### src/rtl/regbank_s8_arbiter.sv
// Round-robin arbiter that shares one RegBankS8 instruction port among NREQ
// requesters. One instruction is in flight at a time. RDO results are captured
// from the bank and returned to the requester that issued the read.

`ifndef RegBankS8_NOP
`define RegBankS8_NOP 4'h0
`endif
`ifndef RegBankS8_LD0
`define RegBankS8_LD0 4'h1
`endif
`ifndef RegBankS8_LD7
`define RegBankS8_LD7 4'h8
`endif
`ifndef RegBankS8_RDO
`define RegBankS8_RDO 4'h9
`endif

module regbank_s8_arbiter #(
  parameter int NREQ       = 2,
  parameter int IDXW       = 1,
  parameter int RD_LATENCY = 1
) (
  input  logic                 clock,
  input  logic                 reset,
  input  logic [NREQ-1:0]      req,
  input  logic [12*NREQ-1:0]   req_inst,
  output logic [NREQ-1:0]      ack,
  output logic                 err,
  output logic [7:0]           rd_data,
  output logic [11:0]          rb_inst,
  output logic                 rb_inst_en,
  input  logic [7:0]           rb_out,
  output logic                 busy
);

  localparam int CNTW = $clog2(RD_LATENCY + 1);
  localparam logic [IDXW-1:0] LAST_RST = IDXW'(NREQ - 1);

  typedef enum logic [1:0] {
    IDLE  = 2'd0,
    ISSUE = 2'd1,
    WAIT  = 2'd2,
    DONE  = 2'd3
  } state_t;

  state_t            state;
  state_t            state_nx;
  logic [IDXW-1:0]   last;
  logic [IDXW-1:0]   owner;
  logic [IDXW-1:0]   winner;
  logic [3:0]        op_q;
  logic              bad_q;
  logic [CNTW-1:0]   cnt;
  logic [11:0]       inst_arr [NREQ];
  logic [11:0]       winner_inst;
  logic              winner_legal;

  // NOP, LD0..LD7 and RDO are the only opcodes the bank understands.
  function automatic logic op_legal(input logic [3:0] op);
    return (op == `RegBankS8_NOP) ||
           ((op >= `RegBankS8_LD0) && (op <= `RegBankS8_LD7)) ||
           (op == `RegBankS8_RDO);
  endfunction

  // First requester after 'from', wrapping modulo NREQ.
  function automatic logic [IDXW-1:0] rr_pick(input logic [IDXW-1:0] from,
                                              input logic [NREQ-1:0] r);
    logic [IDXW-1:0] pick;
    logic            hit;
    int              idx;
    pick = from;
    hit  = 1'b0;
    for (int i = 1; i <= NREQ; i++) begin
      idx = int'(from) + i;
      if (idx >= NREQ) idx = idx - NREQ;
      if (!hit && r[IDXW'(idx)]) begin
        pick = IDXW'(idx);
        hit  = 1'b1;
      end
    end
    return pick;
  endfunction

  for (genvar g = 0; g < NREQ; g++) begin : g_split
    assign inst_arr[g] = req_inst[12*g +: 12];
  end

  assign winner       = rr_pick(last, req);
  assign winner_inst  = inst_arr[winner];
  assign winner_legal = op_legal(winner_inst[11:8]);

  // State register; reset abandons any in-flight op without an ack.
  always_ff @(posedge clock) begin
    if (!reset) state <= IDLE;
    else        state <= state_nx;
  end

  // Next-state logic.
  always_comb begin
    state_nx = state;
    case (state)
      IDLE:  if (|req) state_nx = ISSUE;
      ISSUE: begin
        if (bad_q)                          state_nx = DONE;
        else if (op_q == `RegBankS8_RDO)    state_nx = WAIT;
        else                                state_nx = DONE;
      end
      WAIT:  if (cnt == CNTW'(1)) state_nx = DONE;
      DONE:  state_nx = IDLE;
      default: state_nx = IDLE;
    endcase
  end

  // One-hot completion pulse to the owner during DONE.
  always_comb begin
    ack = '0;
    if (state == DONE) ack[owner] = 1'b1;
  end

  assign err        = (state == DONE) && bad_q;
  assign rb_inst_en = (state == ISSUE) && !bad_q;
  assign busy       = (state != IDLE);

  // Grant bookkeeping, bank command register, read wait counter and result.
  always_ff @(posedge clock) begin
    if (!reset) begin
      last    <= LAST_RST;
      rb_inst <= 12'h000;
      bad_q   <= 1'b0;
      cnt     <= '0;
      rd_data <= 8'h00;
    end else begin
      case (state)
        IDLE: begin
          if (|req) begin
            last  <= winner;
            bad_q <= !winner_legal;
            // Illegal ops never reach the bank, so rb_inst keeps its old value.
            if (winner_legal) rb_inst <= winner_inst;
          end
        end
        ISSUE: begin
          if (!bad_q && (op_q == `RegBankS8_RDO)) cnt <= CNTW'(RD_LATENCY);
        end
        WAIT: begin
          cnt <= cnt - CNTW'(1);
          if (cnt == CNTW'(1)) rd_data <= rb_out;
        end
        DONE: begin
          rd_data <= 8'h00;
        end
        default: ;
      endcase
    end
  end

  // Winner index and opcode latched at grant; pure data, no reset needed.
  always_ff @(posedge clock) begin
    if ((state == IDLE) && (|req)) begin
      owner <= winner;
      op_q  <= winner_inst[11:8];
    end
  end

endmodule

### config.mk
export PLATFORM = sky130hd
export DESIGN_NAME = regbank_s8_arbiter
export DESIGN_NICKNAME = d
export VERILOG_FILES = /design/src/rtl/regbank_s8_arbiter.sv
export SDC_FILE = /design/constraint.sdc
export NUM_CORES = 1
export LEC_CHECK = 0
export BUFFER_PORTS_ARGS = -buffer_cell sky130_fd_sc_hd__buf_2
export CAP_MARGIN = 20
export CORE_UTILIZATION = 52
export CTS_BUF_LIST = sky130_fd_sc_hd__clkbuf_8
export DETAILED_ROUTE_END_ITERATION = 10
export PLACE_DENSITY = 0.95
export SLEW_MARGIN = 0
export SYNTH_ARGS = -nofsm -noshare
export SYNTH_HDL_FRONTEND = slang
export SYNTH_SLANG_ARGS = --single-unit
### constraint.sdc
create_clock -name clock -period 4 [get_ports clock]
set_input_delay 0.6 -clock clock [delete_from_list [all_inputs] [get_ports clock]]
set_output_delay 0.6 -clock clock [all_outputs]
set_load 0.02 [all_outputs]
==> results.json, run 1 <==
{
  "final.fill_count": 191,
  "power.density_nw_per_um2": 649,
  "routed_wl_um": 3370,
  "syn_nets": 178,
  "cts.clk_slew.worst_paths_ns": 0.07,
  "endpoint_kind": "flip-flop",
  "start_util_pct": 56.3,
  "clock.fmax_ghz": 0.492,
  "final_cell_mix": "buf_2 (60), dfxtp_1 (25), nor2b_1 (10), o211a_1 (10)",
  "ys_warn_count": 0,
  "hold_buffers": 0,
  "clkPwrFrac_pct": 19.6,
  "finalHoldViolations": 0,
  "slew_headroom_pct": 59.2,
  "p_int_mw": 0.710,
  "min_path_type": "flip-flop to flip-flop",
  "via_count": 1308,
  "worst_slew_pin_slew_ns": 0.606,
  "hold_depth": 2,
  "rrSetupSlack_ns": 1.97,
  "gp_congestion": 0.821,
  "die-height_um": 54.3,
  "rr_endpoint": "rb_inst[2]",
  "ys_seq_area_share_pct": 45.8,
  "antenna_left": 0,
  "criticalPathCategory": "flip-flop to flip-flop",
  "final_layout_size_suffix_gt1_share_pct": 37.7,
  "reg2regPathDepth": 6,
  "syn_inst": 138,
  "grt_overflow": 0,
  "ys.flop_type": "dfxtp_1",
  "cts_made_buffers": 5,
  "final.setup_skew_ns": 0.00705,
  "start_kind": "flip-flop",
  "drv_slew": 0,
  "status": "complete, no violations",
  "switching_share_pct": 39.5,
  "clkLatencyLatePin_ns": 0.28,
  "cp.arrival_ns": 2.20,
  "die_area_um2": 2940,
  "dpl.hpwl_um": 2440,
  "power_frac_comb_pct": 41.9,
  "irDropWorstVdd_mv": 0.441,
  "tritoncts": "yes",
  "die_w_um": 54.3,
  "grt_pass1_vias": 1205,
  "drt-initial-drc-count": 31,
  "required_ns": 4.17,
  "viasPerCell": 5.71,
  "antennaDiodeCount": 0,
  "synth-seq-cells": 30,
  "cts_buffer_depth": 2,
  "min_from": "rb_inst[8]",
  "p_seq_share_pct": 38.6,
  "critPathMaxFanout": 18,
  "period_needed_ns": 2.03,
  "setup_viol": 0,
  "layout_commonest_cell": "buf_2",
  "clock-sinks": 30,
  "min_to": "rb_inst[8]",
  "layout.nets": 238,
  "p_leak_nw": 0.945,
  "root_buffer": "clkbuf_8",
  "area_delta_synth_final_pct": 27.3,
  "ctsHtreeMaxLevel": 2,
  "ys_types": 34,
  "maxCapViolCount": 0,
  "design_area_um2": 1810,
  "tns_ns": 0,
  "grt_antenna_before_repair": 0,
  "core_area_um2": 2520,
  "drcViolationCount": 0,
  "p_sw_mw": 0.463,
  "netlist_area_um2": 1420,
  "grt_util_all_layers_pct": 26.0,
  "grt_pass1_wl_um": 5200,
  "first_pass_iters": 4,
  "r2r-start": "state[0]",
  "rsz0062_at_grt": "no",
  "io-pin-count": 61,
  "wl_per_cell_um": 14.7,
  "port_buffers": 60,
  "syn_avg_cell_area_um2": 10.3,
  "grt_max_degree": 29,
  "synth_edf_count": 5,
  "finalCritPeriodShare_pct": 50.8,
  "synthArstFlopShare_pct": 0,
  "postPlaceCellArea_um2": 1730,
  "cts-resized-gates": 0,
  "rows": 18,
  "postCtsSetupBuffers": 0
}
## registers in the layout, summed over array words and instances (netlist names)
name / count
rd_data: 8
state: 2
cnt: 1
last: 1
owner: 1
rb_inst: 12
op_q: 4
bad_q: 1
## worst max path at each step
stage,depth (start not counted),slack (ns),from,to
floorplan,5,2.21,req[0],rb_inst[0]
global placement,6,1.89,req[0],rb_inst[1]
detailed placement,5,1.85,req[0],rb_inst[4]
CTS,6,2.00,state[0],rb_inst[2]
global route,6,1.83,state[0],rb_inst[2]
finish,6,1.97,state[0],rb_inst[2]
## kinds of logic (layout without fill, tap and decap cells)
family | Yosys count | count (layout) | share of synthesized area [%]
AO/OA/AOI/OAI | 37 | 37 | 19.3
XOR/XNOR | 1 | 1 | 1.15
adder cells (fa/ha/maj) | 4 | 4 | 3.52
buffers and inverters | 13 | 74 | 4.14
flip-flops | 30 | 30 | 45.8
multiplexers | 14 | 14 | 10.6
AND/OR/NAND/NOR | 39 | 39 | 15.5
## metal layers
layer / wire length, µm / global-route usage (%) / vias up / part of all wire [%]
li1: - / - / 624 / -
met1: 1280 / 28.0 / 596 / 38
met2: 1720 / 44.3 / 70 / 51
met5: 0 / 0 / - / 0
met3: 222 / 5.83 / 18 / 6.6
met4: 146 / 18.8 / 0 / 4.3
## Yosys cell counts (3+ instances only)
library cell	number	area, µm²
and2_1	3	18.8
inv_1	4	15.0
nand3_1	9	45.0
nor2b_1	10	62.6
nor2_1	4	15.0
mux2i_1	9	90.1
nand2_1	5	18.8
o21ai_0	7	35.0
o211a_1	10	100
ha_1	4	50.1
a21oi_1	5	25.0
mux2_2	4	45.0
dfxtp_1	25	500
clkbuf_1	5	18.8
edfxtp_1	5	150
a22oi_1	7	52.6
## power groups by stage
stage          sequential [mW]  combinational [mW]  clock [mW]
2_1_floorplan            0.493               0.318           0
3_5_place_dp             0.456               0.485           0
6_report                 0.453               0.491       0.230
5_1_grt                  0.462               0.537       0.246
3_3_place_gp             0.450               0.460           0
4_1_cts                  0.452               0.490       0.233
## metrics by stage
stage | instances | power (mW) | hold WS (ns) | setup slack (ns) | utilization, %
after global placement | 221 | 0.910 | 0.445 | 1.89 | 68.4
final | 229 | 1.17 | 0.460 | 1.97 | 71.7
after floorplan | 138 | 0.811 | 0.510 | 2.21 | -
after CTS | 229 | 1.17 | 0.461 | 2.00 | 71.7
after global routing | 229 | 1.25 | 0.502 | 1.83 | 71.7
after detailed placement | 221 | 0.941 | 0.452 | 1.85 | 68.4
## final cells by class
class	count	area (µm²)	share of cell area [%]
repair buffers	61	308	17.0
multi-input cells	95	711	39.3
clock buffers	5	68.8	3.81
well taps	30	37.5	2.08
inverters	5	18.8	1.04
flip-flops and latches	30	651	36.0
clock inverters	3	13.8	0.761
## worst max-delay path: stages, from the launching register on
cell	delay [ns]
dfxtp_1	0.41
inv_1	0.09
ha_1	0.28
o21ai_0	0.27
inv_2	0.28
and2_1	0.32
o211a_1	0.25
No activity file was read; power rests on OpenSTA's default activity.
==> run 2: changes to the inputs <==
--- a/config.mk
+++ b/config.mk
@@ -7,10 +7,10 @@
 export LEC_CHECK = 0
 export BUFFER_PORTS_ARGS = -buffer_cell sky130_fd_sc_hd__buf_2
 export CAP_MARGIN = 20
-export CORE_UTILIZATION = 52
+export CORE_UTILIZATION = 49
 export CTS_BUF_LIST = sky130_fd_sc_hd__clkbuf_8
 export DETAILED_ROUTE_END_ITERATION = 10
-export PLACE_DENSITY = 0.95
+export PLACE_DENSITY = 0.92
 export SLEW_MARGIN = 0
 export SYNTH_ARGS = -nofsm -noshare
 export SYNTH_HDL_FRONTEND = slang
==> constraint.sdc (replaced) <==
create_clock -name clock -period 2.1 [get_ports clock]
set_input_delay 0.315 -clock clock [delete_from_list [all_inputs] [get_ports clock]]
set_output_delay 0.315 -clock clock [all_outputs]
set_load 0.02 [all_outputs]
==> results.json, run 2 (same netlist as run 1, synthesis figures left out) <==
{
  "gp_congestion": 0.761,
  "cts-resized-gates": 0,
  "layout_commonest_cell": "buf_2",
  "status": "complete, no violations",
  "drv_slew": 0,
  "cp.arrival_ns": 1.89,
  "cpMaxStageDelayCell": "dfxtp_1",
  "crit_chain": "inv_1 > ha_1 > o21ai_0 > inv_2 > and2_1 > o211a_1",
  "final_layout_size_suffix_gt1_share_pct": 38.5,
  "die_area_um2": 3120,
  "criticalPathCategory": "flip-flop to flip-flop",
  "viasPerCell": 5.31,
  "root_buffer": "clkbuf_8",
  "power.density_nw_per_um2": 1260,
  "endpoint_kind": "flip-flop",
  "die-height_um": 55.8,
  "start_kind": "flip-flop",
  "critPathMaxFanout": 10,
  "critical-path-max-stage-delay_ns": 0.40,
  "clock.fmax_ghz": 0.582,
  "cts_buffer_depth": 2,
  "die_w_um": 55.8,
  "core_area_um2": 2760,
  "hold_ws_ns": 0.291,
  "io-pin-count": 61,
  "maxCapViolCount": 0,
  "period_needed_ns": 1.72,
  "grt_pass1_wl_um": 4970,
  "fin_ws_ns": 0.381,
  "start_util_pct": 51.5,
  "routed_wl_um": 3070,
  "crit_family": "compound AO/OA/AOI/OAI gates",
  "final.setup_skew_ns": 0.00382,
  "first_pass_iters": 4,
  "clock-sinks": 30,
  "tns_ns": 0,
  "p_leak_nw": 0.958,
  "irDropWorstVdd_mv": 0.885,
  "utilization_pct": 66.9,
  "finalCritPeriodShare_pct": 81.8,
  "antennaDiodeCount": 0,
  "drcViolationCount": 0,
  "slew_headroom_pct": 59.0,
  "worst-path-buf-inv": 2,
  "via_count": 1227,
  "drt-initial-drc-count": 33,
  "largest_register_ffs": 12,
  "grt_overflow": 0,
  "hold_buffers": 0,
  "grt_pass1_vias": 1125,
  "tritoncts": "yes",
  "top_register": "rb_inst",
  "grt_util_all_layers_pct": 21.2,
  "final_cell_mix": "buf_2 (60), dfxtp_1 (25), nor2b_1 (10), o211a_1 (10)",
  "rsz0062_at_grt": "no",
  "layout.nets": 239,
  "preCtsSetupSlack_ns": 0.377,
  "finalHoldViolations": 0,
  "antenna_left": 0,
  "cts.clk_slew.worst_paths_ns": 0.06,
  "required_ns": 2.27,
  "grt_antenna_before_repair": 0,
  "postCtsSetupBuffers": 0,
  "wl_per_cell_um": 13.3,
  "cts_made_buffers": 5,
  "worst_slew_pin_slew_ns": 0.609,
  "clkLatencyLatePin_ns": 0.28,
  "reg_top3": "rb_inst: 12 flops, rd_data: 8 flops, op_q: 4 flops",
  "area_delta_synth_final_pct": 29.9,
  "port_buffers": 60,
  "ctsHtreeMaxLevel": 2,
  "dpl.hpwl_um": 2240,
  "final.fill_count": 238,
  "min_path_type": "primary input to flip-flop",
  "setup_viol": 0,
  "grt_max_degree": 29,
  "rows": 19
}
[run 2: report_power, final]
group,switching [mW],internal [mW],leakage (nW),total [mW]
sequential,0.0968,0.759,0.253,0.855
combinational,0.554,0.382,0.648,0.936
clock,0.204,0.330,0.0575,0.535
total,0.856,1.47,0.958,2.33
[run 2: worst register-to-register path: stages, from the launching register on]
cell     delay, ns
dfxtp_1       0.40
inv_1         0.09
ha_1          0.27
o21ai_0       0.27
inv_2         0.07
and2_1        0.26
o211a_1       0.26
[run 2: routing by layer]
layer  share of wire, %  vias up  wire length (µm)  track usage, %
met5                  0        -                 0               0
met4                1.9        0                57            10.5
met3                6.0        6               185            8.60
met2                 49       42              1500            35.1
met1                 43      555              1320            23.7
li1                   -      624                 -               -
[run 2: layout make-up]
type / instances / area [µm²] / share of cell area (%)
Clock buffer: 8 / 110 / 5.97
Inverter: 5 / 18.8 / 1.02
Multi-Input combinational cell: 95 / 711 / 38.5
Sequential cell: 30 / 651 / 35.3
Tap cell: 31 / 38.8 / 2.10
Timing Repair Buffer: 62 / 315 / 17.1
[run 2: final timing paths]
check	from	endpoint	slack, ns	depth (start not counted)
max	state[0]	rb_inst[4]	0.38	6
min	rb_out[7]	rd_data[7]	0.29	3
max reg2reg	state[0]	rb_inst[4]	0.38	6
min reg2reg	rb_inst[8]	rb_inst[8]	0.48	2
[run 2: per-stage QoR]
stage	instances	total power, mW	area, µm²
3_3_place_gp	223	1.77	1730
4_1_cts	231	2.34	1840
6_report	231	2.33	1840
5_1_grt	231	2.48	1840
3_5_place_dp	223	1.80	1730
2_1_floorplan	138	1.55	1420
